--- src/rtl/alu_pkg.sv ---
// Shared opcode codes, FSM state encodings and sizing helper for the ALU sequencer.
package alu_pkg;

   localparam int unsigned OPC_W = 6;

   localparam logic [OPC_W-1:0] OP_ADD = 6'h20;
   localparam logic [OPC_W-1:0] OP_SUB = 6'h22;
   localparam logic [OPC_W-1:0] OP_AND = 6'h24;
   localparam logic [OPC_W-1:0] OP_OR  = 6'h25;
   localparam logic [OPC_W-1:0] OP_XOR = 6'h26;
   localparam logic [OPC_W-1:0] OP_NOR = 6'h27;
   localparam logic [OPC_W-1:0] OP_SRL = 6'h02;
   localparam logic [OPC_W-1:0] OP_SRA = 6'h03;

   typedef enum logic [2:0] {
      ST_WAIT_A  = 3'd0,
      ST_WAIT_B  = 3'd1,
      ST_WAIT_OP = 3'd2,
      ST_EXEC    = 3'd3,
      ST_SHOW    = 3'd4
   } state_e;

   // Bits needed to express an in-range shift amount for a w-bit operand.
   function automatic int unsigned shamt_w(input int unsigned w);
      return (w <= 1) ? 1 : $clog2(w);
   endfunction

endpackage

--- src/rtl/button_conditioner.sv ---
// Raw push-button to single-cycle press pulse: 2-flop synchroniser,
// consecutive-cycle debounce counter and rising-edge detector on the accepted level.
module button_conditioner #(
   parameter int unsigned DEB_CYCLES = 500000
) (
   input  logic clk,
   input  logic rst,
   input  logic btn_i,
   output logic pulse_o
);

   localparam int unsigned CNT_W = $clog2(DEB_CYCLES + 1);

   logic             sync1_q, sync2_q;
   logic             level_q, level_d;
   logic             pulse_q, pulse_d;
   logic [CNT_W-1:0] cnt_q, cnt_d;

   // Counter only advances while the synchronised level disagrees with the accepted one.
   always_comb begin
      cnt_d   = '0;
      level_d = level_q;
      if (sync2_q != level_q) begin
         if (cnt_q == CNT_W'(DEB_CYCLES - 1)) begin
            level_d = ~level_q;
         end else begin
            cnt_d = cnt_q + CNT_W'(1);
         end
      end
      pulse_d = level_d & ~level_q;
   end

   always_ff @(posedge clk or posedge rst) begin
      if (rst) begin
         sync1_q <= 1'b0;
         sync2_q <= 1'b0;
         level_q <= 1'b0;
         cnt_q   <= '0;
         pulse_q <= 1'b0;
      end else begin
         sync1_q <= btn_i;
         sync2_q <= sync1_q;
         level_q <= level_d;
         cnt_q   <= cnt_d;
         pulse_q <= pulse_d;
      end
   end

   assign pulse_o = pulse_q;

endmodule

--- src/rtl/alu_sequencer.sv ---
// Button-driven ALU front end: loads A, B, Op in order from the switches and
// executes in a registered datapath with status flags and a result strobe.
module alu_sequencer
   import alu_pkg::*;
#(
   parameter int unsigned DATA_W     = 8,
   parameter int unsigned OP_W       = 6,
   parameter int unsigned DEB_CYCLES = 500000
) (
   input  logic              mclk,
   input  logic              rst,
   input  logic [DATA_W-1:0] switch,
   input  logic              b1,
   input  logic              b2,
   input  logic              b3,
   output logic [DATA_W-1:0] W,
   output logic              zero,
   output logic              negative,
   output logic              carry,
   output logic              overflow,
   output logic              op_err,
   output logic              result_valid,
   output logic [2:0]        state
);

   localparam int unsigned SH_W = shamt_w(DATA_W);

   logic p1, p2, p3, p1_eff;

   button_conditioner #(.DEB_CYCLES(DEB_CYCLES)) u_btn1 (.clk(mclk), .rst(rst), .btn_i(b1), .pulse_o(p1));
   button_conditioner #(.DEB_CYCLES(DEB_CYCLES)) u_btn2 (.clk(mclk), .rst(rst), .btn_i(b2), .pulse_o(p2));
   button_conditioner #(.DEB_CYCLES(DEB_CYCLES)) u_btn3 (.clk(mclk), .rst(rst), .btn_i(b3), .pulse_o(p3));

   state_e            state_q, state_d;
   logic [DATA_W-1:0] a_q, a_d, b_q, b_d;
   logic [OP_W-1:0]   op_q, op_d;
   logic              hold_q, hold_d;
   logic              valid_q, valid_d;
   logic              res_load;

   logic [DATA_W-1:0] w_q, res_w;
   logic              zero_q, neg_q, carry_q, ovf_q, err_q;
   logic              res_c, res_v, res_e;

   // A p1 arriving during EXEC is parked in hold_q and replayed in SHOW.
   always_comb begin
      state_d  = state_q;
      a_d      = a_q;
      b_d      = b_q;
      op_d     = op_q;
      hold_d   = 1'b0;
      valid_d  = 1'b0;
      res_load = 1'b0;
      p1_eff   = p1 | hold_q;
      case (state_q)
         ST_EXEC: begin
            res_load = 1'b1;
            valid_d  = 1'b1;
            hold_d   = p1;
            state_d  = ST_SHOW;
         end
         ST_WAIT_A, ST_WAIT_B, ST_WAIT_OP, ST_SHOW: begin
            if (p1_eff) begin
               a_d     = switch;
               state_d = ST_WAIT_B;
            end else if (p2 && state_q == ST_WAIT_B) begin
               b_d     = switch;
               state_d = ST_WAIT_OP;
            end else if (p3 && (state_q == ST_WAIT_OP || state_q == ST_SHOW)) begin
               op_d    = switch[OP_W-1:0];
               state_d = ST_EXEC;
            end
         end
         default: state_d = ST_WAIT_A;
      endcase
   end

   logic [DATA_W:0]   sum, diff;
   logic              shift_big;
   logic [SH_W-1:0]   sh;

   always_comb begin
      sum       = {1'b0, a_q} + {1'b0, b_q};
      diff      = {1'b0, a_q} - {1'b0, b_q};
      shift_big = (b_q > DATA_W'(DATA_W - 1));
      sh        = b_q[SH_W-1:0];
      res_w     = '0;
      res_c     = 1'b0;
      res_v     = 1'b0;
      res_e     = 1'b0;
      case (op_q)
         OP_W'(OP_ADD): begin
            res_w = sum[DATA_W-1:0];
            res_c = sum[DATA_W];
            res_v = (a_q[DATA_W-1] == b_q[DATA_W-1]) && (sum[DATA_W-1] != a_q[DATA_W-1]);
         end
         OP_W'(OP_SUB): begin
            res_w = diff[DATA_W-1:0];
            res_c = diff[DATA_W];
            res_v = (a_q[DATA_W-1] != b_q[DATA_W-1]) && (diff[DATA_W-1] != a_q[DATA_W-1]);
         end
         OP_W'(OP_AND): res_w = a_q & b_q;
         OP_W'(OP_OR):  res_w = a_q | b_q;
         OP_W'(OP_XOR): res_w = a_q ^ b_q;
         OP_W'(OP_NOR): res_w = ~(a_q | b_q);
         OP_W'(OP_SRL): res_w = shift_big ? '0 : (a_q >> sh);
         OP_W'(OP_SRA): res_w = shift_big ? {DATA_W{a_q[DATA_W-1]}}
                                          : DATA_W'($signed(a_q) >>> sh);
         default:       res_e = 1'b1;
      endcase
   end

   always_ff @(posedge mclk or posedge rst) begin
      if (rst) begin
         state_q <= ST_WAIT_A;
         a_q     <= '0;
         b_q     <= '0;
         op_q    <= '0;
         hold_q  <= 1'b0;
         valid_q <= 1'b0;
         w_q     <= '0;
         zero_q  <= 1'b0;
         neg_q   <= 1'b0;
         carry_q <= 1'b0;
         ovf_q   <= 1'b0;
         err_q   <= 1'b0;
      end else begin
         state_q <= state_d;
         a_q     <= a_d;
         b_q     <= b_d;
         op_q    <= op_d;
         hold_q  <= hold_d;
         valid_q <= valid_d;
         if (res_load) begin
            w_q     <= res_w;
            zero_q  <= (res_w == '0);
            neg_q   <= res_w[DATA_W-1];
            carry_q <= res_c;
            ovf_q   <= res_v;
            err_q   <= res_e;
         end
      end
   end

   assign W            = w_q;
   assign zero         = zero_q;
   assign negative     = neg_q;
   assign carry        = carry_q;
   assign overflow     = ovf_q;
   assign op_err       = err_q;
   assign result_valid = valid_q;
   assign state        = state_q;

endmodule
--- config.mk ---
export PLATFORM = sky130hd
export DESIGN_NAME = alu_sequencer
export DESIGN_NICKNAME = d
export VERILOG_FILES = /design/src/rtl/alu_pkg.sv /design/src/rtl/button_conditioner.sv /design/src/rtl/alu_sequencer.sv
export SDC_FILE = /design/constraint.sdc
export NUM_CORES = 1
export LEC_CHECK = 0
export BUFFER_PORTS_ARGS = -buffer_cell sky130_fd_sc_hd__buf_2
export CAP_MARGIN = 25
export CORE_ASPECT_RATIO = 1.2
export CORE_MARGIN = 3
export CORE_UTILIZATION = 62
export CTS_BUF_LIST = sky130_fd_sc_hd__clkbuf_16
export DETAILED_ROUTE_END_ITERATION = 10
export PLACE_DENSITY = 0.8
export SLEW_MARGIN = 40
export SYNTH_ARGS = -nofsm -noshare
export SYNTH_HDL_FRONTEND = slang
export SYNTH_SLANG_ARGS = --single-unit
--- constraint.sdc ---
create_clock -name mclk -period 5.7 [get_ports mclk]
set_input_delay 1.71 -clock mclk [delete_from_list [all_inputs] [get_ports mclk]]
set_output_delay 1.71 -clock mclk [all_outputs]
set_load 0.01 [all_outputs]
* Word-level counts from Yosys, hierarchy flattened *
Index checks and enable logic that the tools add are counted.

word-level totals
  output and inout bits = 17
  register bits after elaboration = 109
  bits of input ports = 13

cells by class
  bitwise gates (word level) = 13
  mux-type cells = 24
  order comparisons = 1
  shifts and indexed selects = 2
  reductions and logical operators = 12
  add/subtract/negate cells = 5
  eq/ne operators = 23

operator list
  operator                 number
  $mux W19                 6
  $pmux W8 S8              1
  $add A19 B1 Y19 const B  3
  $eq A19 B19 Y1 const B   3
  $eq A6 B6 Y1 const B     6
  $mux W8                  2
  $eq A6 B2 Y1 const B     2
  $add A8 B8 Y9            1
  $mux W1                  9
  $mux W3                  3
  $sub A8 B8 Y9            1
  $and A8 B8 Y8            1
  $gt A8 B3 Y1 const B     1
  $logic_not A8 Y1         1
  $not A8 Y8               1
  $or A8 B8 Y8             1
  $reduce_or A8 Y1         1
  $shr A8 B3 Y8            1
  $sshr A8 B3 Y8           1
  $xor A8 B8 Y8            1
  $eq A3 B2 Y1 const B     2
  $ne A1 B1 Y1             6
  $pmux W3 S2              1
  $not A1 Y1               5
  other kinds (14)         20

* Depth between registers and ports, before layout *
Gate-level depths: netlist of run 1.

  depth in word-level cells = 7
  depth in mapped cells = 11
  gate-level depth less buffers = 11

* Cells and area by module *
A second synthesis of run 1 with hierarchy kept.

unflattened totals
  cell total of the unflattened synthesis = 674
  area total of the unflattened synthesis = 6693.9 µm²

by module, submodules not included
  module              area an instance (µm²)  cells an instance  times used  sequential area each (µm²)
  button_conditioner  1156.1                  109                3           575.6
  alu_sequencer       3225.6                  347                1           975.9

* Worst setup path after synthesis of run 1 *
Ideal clock, no wire load.

  kind = register to register
  start = reg b_q[1]
  end = reg zero_q, in the netlist zero
  arrival time = 2.543 ns
  path buffers = 1
  required time = 5.633 ns
  clock period less this slack = 2.610 ns
  slack = 3.090 ns
  stages on the path, launching flop included = 11
  cell sequence = dfrtp_1 > clkbuf_1 > inv_1 > ha_1 > o21ba_2 > nor4_1 > o31ai_1 > mux2i_1 > xnor2_1 > a221oi_1 > a41o_1

between the ends
  word-level cells in the longest chain between the ends = 4
  elaborated cells between the ends (all ways) = 13

RTL lines
  what                                        line                  RTL
  start: declaration                          alu_sequencer.sv:35   logic [DATA_W-1:0] a_q, a_d, b_q, b_d;
  start signal: assignment                    alu_sequencer.sv:117  b_q <= '0;
  start signal: assignment                    alu_sequencer.sv:130  b_q <= b_d;
  $gt A8 B3 Y1, or another cell as far along  alu_sequencer.sv:85   shift_big = (b_q > DATA_W'(DATA_W - 1));
  $mux W8, or another cell as far along       alu_sequencer.sv:107  OP_W'(OP_SRA): res_w = shift_big ? {DATA_W{a_q[DATA_W-1]}}
  $pmux W8 S8 *                               alu_sequencer.sv:91   case (op_q)
  $logic_not A8 Y1 *                          alu_sequencer.sv:136  zero_q <= (res_w == '0);
  end signal: assignment                      alu_sequencer.sv:136
  end: declaration                            alu_sequencer.sv:42   logic zero_q, neg_q, carry_q, ovf_q, err_q;

Every way passes the cells marked *; elsewhere a longest branch is shown, timed or not.
A chain may end at the register's enable or synchronous reset.

* Final worst setup path of run 1 *
  start = reg op_q[1]
  end = reg zero_q, in the netlist zero

between the ends
  word-level cells in the longest chain between the ends = 3
  elaborated cells between the ends (all ways) = 10

RTL lines
  what                                          line                  RTL
  start: declaration                            alu_sequencer.sv:36   logic [OP_W-1:0] op_q, op_d;
  start signal: assignment                      alu_sequencer.sv:131  op_q <= op_d;
  $eq A6 B2 Y1 or $eq A6 B6 Y1 (tied branches)  alu_sequencer.sv:91
  $pmux W8 S8 *                                 alu_sequencer.sv:91
  $logic_not A8 Y1 *                            alu_sequencer.sv:136

Marks and branches as above.

==> results of run 1 <==
## state kept, by name, summed over array words and instances, names as in the netlist, 3 cells and up
name,flops
W,8
a_q,8
b_q,8
op_q,6
state,3
u_btn1.cnt_q,19
u_btn2.cnt_q,19
u_btn3.cnt_q,19
## cell usage in the layout (no fill, tap or decap), drive strengths merged, types with 8 or more instances in the layout
cell	netlist	routed
xnor2	31	31
a21oi	23	23
mux2	22	22
xor2	30	30
inv	32	35
and3	13	13
ha	27	27
nand3	22	22
clkbuf	16	9
nand4	11	11
a31oi	9	9
nor2	97	97
dfrtp	108	108
buf	8	32
a211oi	8	8
nand2	55	55
o21ai	30	30
nor3	12	12
## worst max path at each step
| stage | slack [ns] | cells after the start | start | endpoint |
|---|---|---|---|---|
| final | 2.79 | 8 | op_q[1]$_DFFE_PP0P_ | zero$_DFFE_PP0P_ |
| after global routing | 2.51 | 10 | b_q[0]$_DFFE_PP0P_ | W[6]$_DFFE_PP0P_ |
| after CTS | 2.82 | 10 | b_q[0]$_DFFE_PP0P_ | W[6]$_DFFE_PP0P_ |
| after detailed placement | 2.84 | 10 | b_q[0]$_DFFE_PP0P_ | W[6]$_DFFE_PP0P_ |
| after global placement | 2.78 | 3 | rst | a_q[4]$_DFFE_PP0P_ |
| after floorplan | 1.14 | 1 | rst | W[0]$_DFFE_PP0P_ |
## worst reg2reg max path, delay by kind of cell, from the launching register on
| family | cells | cell delay (ns) |
|---|---|---|
| compound gates | 3 | 0.88 |
| buf+inv | 1 | 0.35 |
| simple gates | 4 | 1.23 |
| flops | 1 | 0.35 |
## power by group through the flow
stage / Combinational, mW / Sequential (mW) / Clock [mW]
2_1_floorplan: 0.0924 / 0.802 / 0
3_3_place_gp: 0.117 / 0.807 / 0
3_5_place_dp: 0.120 / 0.809 / 0
4_1_cts: 0.121 / 0.794 / 0.564
5_1_grt: 0.135 / 0.796 / 0.597
6_report: 0.120 / 0.794 / 0.553
## area by class of cell
type                    instances  area (um^2)
multi-input cells             479         3190
fillers                       765         2960
flip-flops and latches        108         2700
clock buffers                   9          225
repair buffers                 32          168
well taps                     123          154
inverters                      33          129
clock inverters                 7         33.8
## kinds of logic (layout without fill, tap and decap cells)
kind of cell    after synthesis  count (layout)  synth area share
xor+xnor                     61              61            0.0873
buf+inv                      57              81            0.0370
fa+ha+maj                    29              29            0.0618
compound gates              101             101             0.105
flops                       108             108             0.442
mux                          33              33            0.0667
simple gates                255             255             0.200
## stage by stage
step           cells  total power [mW]
6_report         791              1.47
5_1_grt          791              1.53
4_1_cts          791              1.48
3_5_place_dp     775             0.929
3_3_place_gp     775             0.925
2_1_floorplan    644             0.895
## cell usage after synthesis, types with 13 or more instances
master,instances
xor2_1,30
a21oi_1,23
and3_1,13
ha_1,27
mux2_2,22
inv_1,32
nor2_1,97
o21ai_0,30
dfrtp_1,108
nand3_1,22
clkbuf_1,16
nand2_1,55
xnor2_1,31
## routing by layer
metal  wire length, um  track usage  up-vias
met4               447        0.114        0
met5                 0            0        -
met1              5560        0.315     2323
met3               646       0.0431       35
li1                  -            -     2267
met2              6810        0.449      129
==> reports/results.ini, run 1 <==
[power_and_ir_drop]
seqPwrFrac=0.541
p_sw_frac=0.241
max-vdd-ir-drop_mv=0.221
power.density_mw_per_mm2=222
p_int_mw=1.11
p_clk_frac=0.377
combPwrFrac=0.082
power_switching_mw=0.354
leakage_nw=2.99

[global_route]
grt_max_degree=78
track_usage=0.256
grt_pass1_vias=4760
antenna_found_initial=0
grt_pass1_wl_um=22900
grt_overflow=0

[critical_path]
critical_path_class=register to register
required_ns=5.93
ff2ff_path_depth=8
slowest_stage=nor3_1
r2r-end=zero$_DFFE_PP0P_
critPathArrivalTime_ns=3.14
cp_max_fo=36
r2r-start=op_q[1]$_DFFE_PP0P_
cp-end-kind=register
crit_path_start_kind=register
crit_chain=buf_4 > or3b_4 > nor3_1 > o21ai_0 > o221ai_1 > nor3_1 > and4_1 > a41o_1
cp_top_family=simple AND/OR/NAND/NOR gates
cp_num_buf_inv=1
cp_common_cell=nor3_1
max_stage_delay_ns=0.46
r2r_setup_slack_ns=2.79

[timing]
hold_viol_final=0
finalSetupTns_ns=0
rsz0062_at_grt=no
clock-skew-final_ns=0.00563
fin_hold_ws_ns=0.355
fin_crit_ns=2.91
relSlewSlack=0.529
fmax_mhz=344
setup_viol=0
timing.final.ws_setup_ns=2.79
worst_pin_slew_ns=0.701
slew_violations=0
period_share=0.510

[yosys]
post-synth-top-area-cell=dfrtp_1
synth_nets=686
synth-seq-area-share=0.442
ys_top_cells_by_area=dfrtp_1 44%, nor2_1 6.0%, ha_1 5.5%, xnor2_1 4.4%, xor2_1 4.3%
synth_flop_cell=dfrtp_1
ys_warn_count=0
netlist_area_mm2=0.00612
synth_seq_cells=108
synth_cells=644
synth_top_area_frac=0.442
postSynth.asyncResetShare=1.00
postSynthAreaPerCell_um2=9.50
synth_edf_count=0
yosysUniqueCellTypes=56

[floorplan]
die_h_um=115
pin_count=30
initial_utilization=0.640
rows=39
coreArea_mm2=0.00956
fp.dieW_um=96.7
die-area_mm2=0.0111

[detailed_routing]
finalWirelength_um=13500
viasPerCell=6.01
drt_iter0_markers=283
drtPass1Iterations=5
wl_per_cell_um=17.0
drc_errors=0
final_antenna_net_count=0
via_count=4754

[min_path]
min_to=u_btn2.sync2_q$_DFF_PP0_
holdPathStages=0
hp-class=register to register
holdCritStartpoint=u_btn2.sync1_q$_DFF_PP0_

[cts]
htreeDepth=3
cts_tree=built
clockBufferDepth=2
clk_pin_slew_worst_paths_ns=0.07
cts_sinks=108
cts_made_buffers=9
clock_latency_ns=0.34
cts-resized-gates=0
hold_buffers=0
clockRootBuffer=clkbuf_16
postCtsSetupBuffers=0

[status]
status=complete, no violations

[layout]
drive_gt1_frac=0.123
final_util=0.690
synthToLayoutAreaGrowth_pct=7.93
postLayoutCellArea_mm2=0.00660
diodes=0
nets=705

[placement]
gp_congestion=0.982
pre_cts_slack_ns=2.84
hpwl_um=9870
port_buffers=29
placed_area_mm2=0.00634

[job]
cap_violations=0

Note: power is estimated with default switching activity, not from simulation.
==> inputs of run 2 (changes only) <==
- ABC_AREA: not set -> 1
- clock period: 5.7 -> 3.05 ns (I/O delays scaled with it)
==> reports/results.ini, run 2 <==
[cts]
clk_pin_slew_worst_paths_ns=0.08
postCtsSetupBuffers=0
cts_tree=built
hold_buffers=0
htreeDepth=3
cts-resized-gates=0
clockBufferDepth=2
clock_latency_ns=0.35
cts_made_buffers=9
clockRootBuffer=clkbuf_16
cts_sinks=108

[critical_path]
critPathArrivalTime_ns=2.78
cp_common_cell=nand3_1
required_ns=3.33
slowest_stage=dfrtp_1
crit_chain=inv_1 > ha_1 > inv_1 > nand3_1 > nand2_1 > nand4_1 > nand3_1 > nand4_1 > a21oi_1 > nand3_1 > nand2_1
critical_path_class=register to register
cp_max_fo=14
crit_path_start_kind=register
cp-end-kind=register
max_stage_delay_ns=0.61

[detailed_routing]
drtPass1Iterations=6
viasPerCell=5.75
drt_iter0_markers=370
final_antenna_net_count=0
wl_per_cell_um=15.9
via_count=6003
drc_errors=0
finalWirelength_um=16600

[timing]
setup_viol=0
slew_violations=0
fin_crit_ns=2.50
worst_pin_slew_ns=0.683
rsz0062_at_grt=no
hold_viol_final=0
period_share=0.819
clock-skew-final_ns=0.0115
fmax_mhz=400
relSlewSlack=0.542
timing.final.ws_setup_ns=0.552
finalSetupTns_ns=0

[global_route]
grt_max_degree=50
grt_overflow=0
track_usage=0.290
grt_pass1_wl_um=27800
grt_pass1_vias=5911
antenna_found_initial=0

[layout]
synthToLayoutAreaGrowth_pct=9.68
layout_commonest_cell=nand2_1
final_util=0.709
postLayoutCellArea_mm2=0.00724
fill_cells=825
layout_common_cells=215 x nand2_1, 110 x inv_1, 108 x dfrtp_1, 108 x nor2_1, 80 x nand3_1
drive_gt1_frac=0.101
stdcell_count=1044
diodes=0
top_regs=u_btn1.cnt_q: 19 flops, u_btn2.cnt_q: 19 flops, u_btn3.cnt_q: 19 flops
nets=955

[yosys]
post-synth-top-area-cell=dfrtp_1
synth_flop_cell=dfrtp_1
synth_seq_cells=108
synth_top_area_frac=0.409
synth_nets=923
synth_edf_count=0
postSynth.asyncResetShare=1.00
synth_cells=881
postSynthAreaPerCell_um2=7.49
synth_most_common_cell=nand2_1
synth-seq-area-share=0.409
netlist_area_mm2=0.00660
yosysUniqueCellTypes=37
ys_top_cells_by_area=dfrtp_1 41%, nand2_1 12%, inv_1 6.3%, nor2_1 6.1%, nand3_1 6.1%
ys_warn_count=0
ys_top_cells_by_count=215 x nand2_1, 110 x inv_1, 108 x dfrtp_1, 108 x nor2_1, 80 x nand3_1

[placement]
port_buffers=29
pre_cts_slack_ns=0.624
dp.cells=1027
placed_area_mm2=0.00689
hpwl_um=12500
gp_congestion=0.924

[floorplan]
coreArea_mm2=0.0102
pin_count=30
rows=40
die_h_um=119
initial_utilization=0.647
die-area_mm2=0.0119
fp.dieW_um=100

[power_and_ir_drop]
power.density_mw_per_mm2=388
leakage_nw=3.78
max-vdd-ir-drop_mv=0.408

[job]
cap_violations=0

[status]
status=complete, no violations

[min_path]
hp-class=register to register

-- run 2: cell count changes in the layout (fill, tap and decap cells not counted), moves of 9 or more --
cell,before,now
nor2_2,1,10
and3_1,13,0
nand3_2,0,9
xor2_1,30,16
nor2_1,96,108
nand4_1,11,25
nand3_1,22,80
o21ai_0,30,42
xnor2_1,31,8
mux2_2,22,0
nand2_1,55,215
a21oi_1,23,33
inv_1,33,110
-- run 2: final cells by class --
class	count	area, um^2	share of cell area
multi-input combinational	639	3380	0.466
timing repair buffer	36	230	0.0318
tap	126	158	0.0218
inverter	119	450	0.0622
sequential	108	2700	0.373
clock inverter	7	97.6	0.0135
clock buffer	9	225	0.0311
-- run 2: per-stage QoR --
| stage | hold WS (ns) | power [mW] |
|---|---|---|
| 2_1_floorplan | 0.331 | 1.53 |
| 3_3_place_gp | 0.334 | 1.56 |
| 3_5_place_dp | 0.336 | 1.57 |
| 4_1_cts | 0.352 | 2.82 |
| 5_1_grt | 0.362 | 2.89 |
| 6_report | 0.355 | 2.81 |
-- run 2: path summary, 6_finish.rpt --
| kind | startpoint | end | slack [ns] | cells past startpoint |
|---|---|---|---|---|
| worst max-delay path | b_q[1]$_DFFE_PP0P_ | zero$_DFFE_PP0P_ | 0.55 | 11 |
| worst min-delay path | u_btn2.sync1_q$_DFF_PP0_ | u_btn2.sync2_q$_DFF_PP0_ | 0.36 | 0 |
| worst max register to register | b_q[1]$_DFFE_PP0P_ | zero$_DFFE_PP0P_ | 0.55 | 11 |
| worst min register to register | u_btn2.sync1_q$_DFF_PP0_ | u_btn2.sync2_q$_DFF_PP0_ | 0.36 | 0 |
| max in group asynchronous | rst | u_btn2.cnt_q[8]$_DFF_PP0_ | 1.84 | 3 |
| min in group asynchronous | rst | a_q[0]$_DFFE_PP0P_ | 0.57 | 2 |
-- run 2: per-layer routing --
metal / part of all wire / vias to the layer above / wire (um) / GRT usage
li1: - / 2905 / - / -
met1: 0.41 / 2826 / 6760 / 0.356
met2: 0.50 / 217 / 8370 / 0.497
met3: 0.048 / 55 / 803 / 0.0434
met4: 0.042 / 0 / 697 / 0.131
met5: 0 / - / 0 / 0
-- run 2: cell families after synthesis --
| family | synth area share |
|---|---|
| buf+inv | 0.0790 |
| xor+xnor | 0.0318 |
| flops | 0.409 |
| fa+ha+maj | 0.0572 |
| simple gates | 0.347 |
| compound gates | 0.0758 |
-- run 2: report_power, final --
part | total (mW) | internal, mW | switching (mW)
Sequential | 1.46 | 1.44 | 0.0107
Combinational | 0.0878 | 0.0266 | 0.0613
Clock | 1.27 | 0.726 | 0.539
-- run 2: worst max-delay path, delay by kind of cell, from the launching register on --
family          cells  cell delay (ns)
flops               1             0.61
simple gates        7             0.71
compound gates      1             0.21
fa+ha+maj           1             0.43
buf+inv             2             0.44
==> inputs of run 3 (changes only) <==
- ABC_AREA: 1 -> 0
- CORE_UTILIZATION: 62 -> 56
- PLACE_DENSITY: 0.8 -> 0.77
- clock period: 3.05 -> 2.23 ns (I/O delays scaled with it)
==> reports/results.ini, run 3 (synthesis gave the netlist of run 1 again) <==
[global_route]
track_usage=0.260
grt_pass1_wl_um=25100
grt_pass1_vias=5259
grt_max_degree=49
antenna_found_initial=0
grt_overflow=0

[layout]
top_regs=u_btn1.cnt_q: 19 flops, u_btn2.cnt_q: 19 flops, u_btn3.cnt_q: 19 flops
layout_commonest_cell=dfrtp_1
stdcell_count=870
fill_cells=821
nets=778
drive_gt1_frac=0.269
layout_common_cells=103 x dfrtp_1, 95 x nor2_1, 74 x buf_4, 54 x nand2_1, 31 x xnor2_1
diodes=0
synthToLayoutAreaGrowth_pct=21.6

[cts]
clock_latency_ns=0.35
cts_tree=built
hold_buffers=0
cts_sinks=108
clockRootBuffer=clkbuf_16
cts_made_buffers=9
clockBufferDepth=2
htreeDepth=3
clk_pin_slew_worst_paths_ns=0.08

[power_and_ir_drop]
p_clk_frac=0.387
power_switching_mw=1.03
seqPwrFrac=0.508
combPwrFrac=0.105
max-vdd-ir-drop_mv=0.483
p_sw_frac=0.258
p_int_mw=2.96
leakage_nw=3.37
power.density_mw_per_mm2=536

[critical_path]
crit_chain=inv_2 > ha_4 > inv_2 > fa_2 > or3b_4 > a31oi_1 > o21ai_1 > a31oi_1 > xnor2_1 > a221oi_2 > a41o_1
critPathLaunch=a_q[0]$_DFFE_PP0P_
critPathArrivalTime_ns=2.63
r2r-start=a_q[0]$_DFFE_PP0P_
r2r-end=zero$_DFFE_PP0P_
critical_path_class=register to register
r2r_setup_slack_ns=-0.11
max_stage_delay_ns=0.38
cp_max_fo=3
slowest_stage=dfrtp_1
crit_path_start_kind=register
required_ns=2.52
worstSetupEndpoint=zero$_DFFE_PP0P_
ff2ff_path_depth=11
cp-end-kind=register

[placement]
hpwl_um=10900
dp.cells=847
port_buffers=29
gp_congestion=0.953

[detailed_routing]
finalWirelength_um=14800
final_antenna_net_count=0
viasPerCell=5.80
drc_errors=0
drt_iter0_markers=185
via_count=5047
wl_per_cell_um=17.0
drtPass1Iterations=5

[status]
status=complete, but fails checks
violations=negative setup slack

[timing]
relSlewSlack=0.695
rsz0062_at_grt=yes
hold_viol_final=0
fin_hold_ws_ns=0.325
worst_pin_slew_ns=0.456
timing.final.ws_setup_ns=-0.107
period_share=1.05
fmax_mhz=428
finalSetupTns_ns=-0.230
setup_viol=4
clock-skew-final_ns=0.0113
fin_crit_ns=2.34
slew_violations=0

[floorplan]
die-area_mm2=0.0122
coreArea_mm2=0.0106
initial_utilization=0.579
die_h_um=121
fp.dieW_um=101
rows=41
pin_count=30

[min_path]
hp-class=primary input to asynchronous set/reset pin

[job]
cap_violations=0

[run 3: routing by layer]
layer | global-route usage | vias to the layer above | share of wire
li1 | - | 2409 | -
met1 | 0.320 | 2462 | 0.40
met2 | 0.445 | 138 | 0.52
met3 | 0.0473 | 38 | 0.049
met4 | 0.108 | 0 | 0.030
met5 | 0 | - | 0
[run 3: final cells by class]
class	count	area [um^2]	area share
inverters	33	133	0.0178
flip-flops and latches	108	2710	0.364
well taps	129	161	0.0217
repair buffers	105	741	0.0995
clock inverters	7	68.8	0.00925
clock buffers	9	225	0.0303
multi-input cells	479	3400	0.457
[run 3: per-stage QoR]
stage	power (mW)	setup slack, ns	utilization	cell area [um^2]
3_3_place_gp	2.43	-0.196	0.655	6920
2_1_floorplan	2.30	-0.0688	-	6200
4_1_cts	4.01	-0.117	0.695	7350
5_1_grt	4.16	-0.244	0.704	7440
6_report	3.99	-0.107	0.704	7440
3_5_place_dp	2.44	-0.223	0.655	6920
[run 3: what timing repair did]
action / in CTS / in global routing
hold endpoints to repair: 0 / 0
setup buffers: 4 / 6
resized for setup: 25 / 24
gates cloned: 0 / 0
setup endpoints to repair: 8 / 11
pin swaps: 10 / 14
[run 3: worst min path at each step]
stage / endpoint / cells after the start
5_1_grt: u_btn3.cnt_q[7]$_DFF_PP0_ / 2
6_report: u_btn3.cnt_q[6]$_DFF_PP0_ / 2
2_1_floorplan: u_btn1.sync2_q$_DFF_PP0_ / 0
3_3_place_gp: u_btn2.sync2_q$_DFF_PP0_ / 0
4_1_cts: u_btn3.cnt_q[7]$_DFF_PP0_ / 2
3_5_place_dp: u_btn2.sync2_q$_DFF_PP0_ / 0
[run 3: worst max-delay path: cells and delay by family, from the launching register on]
kind                       cells  cell delay [ns]
adders and majority gates      2             0.34
xor gates and xnor gates       1             0.12
DFF                            1             0.38
buffers and inverters          2             0.12
AOI/OAI and AO/OA              5             0.93
and+or+nand+nor                1             0.38
[run 3: power groups by stage]
stage / clock network (mW) / registers (mW) / logic (mW)
floorplan: 0 / 2.05 / 0.249
global placement: 0 / 2.06 / 0.376
detailed placement: 0 / 2.06 / 0.384
CTS: 1.58 / 2.02 / 0.404
global route: 1.66 / 2.03 / 0.464
finish: 1.54 / 2.02 / 0.419
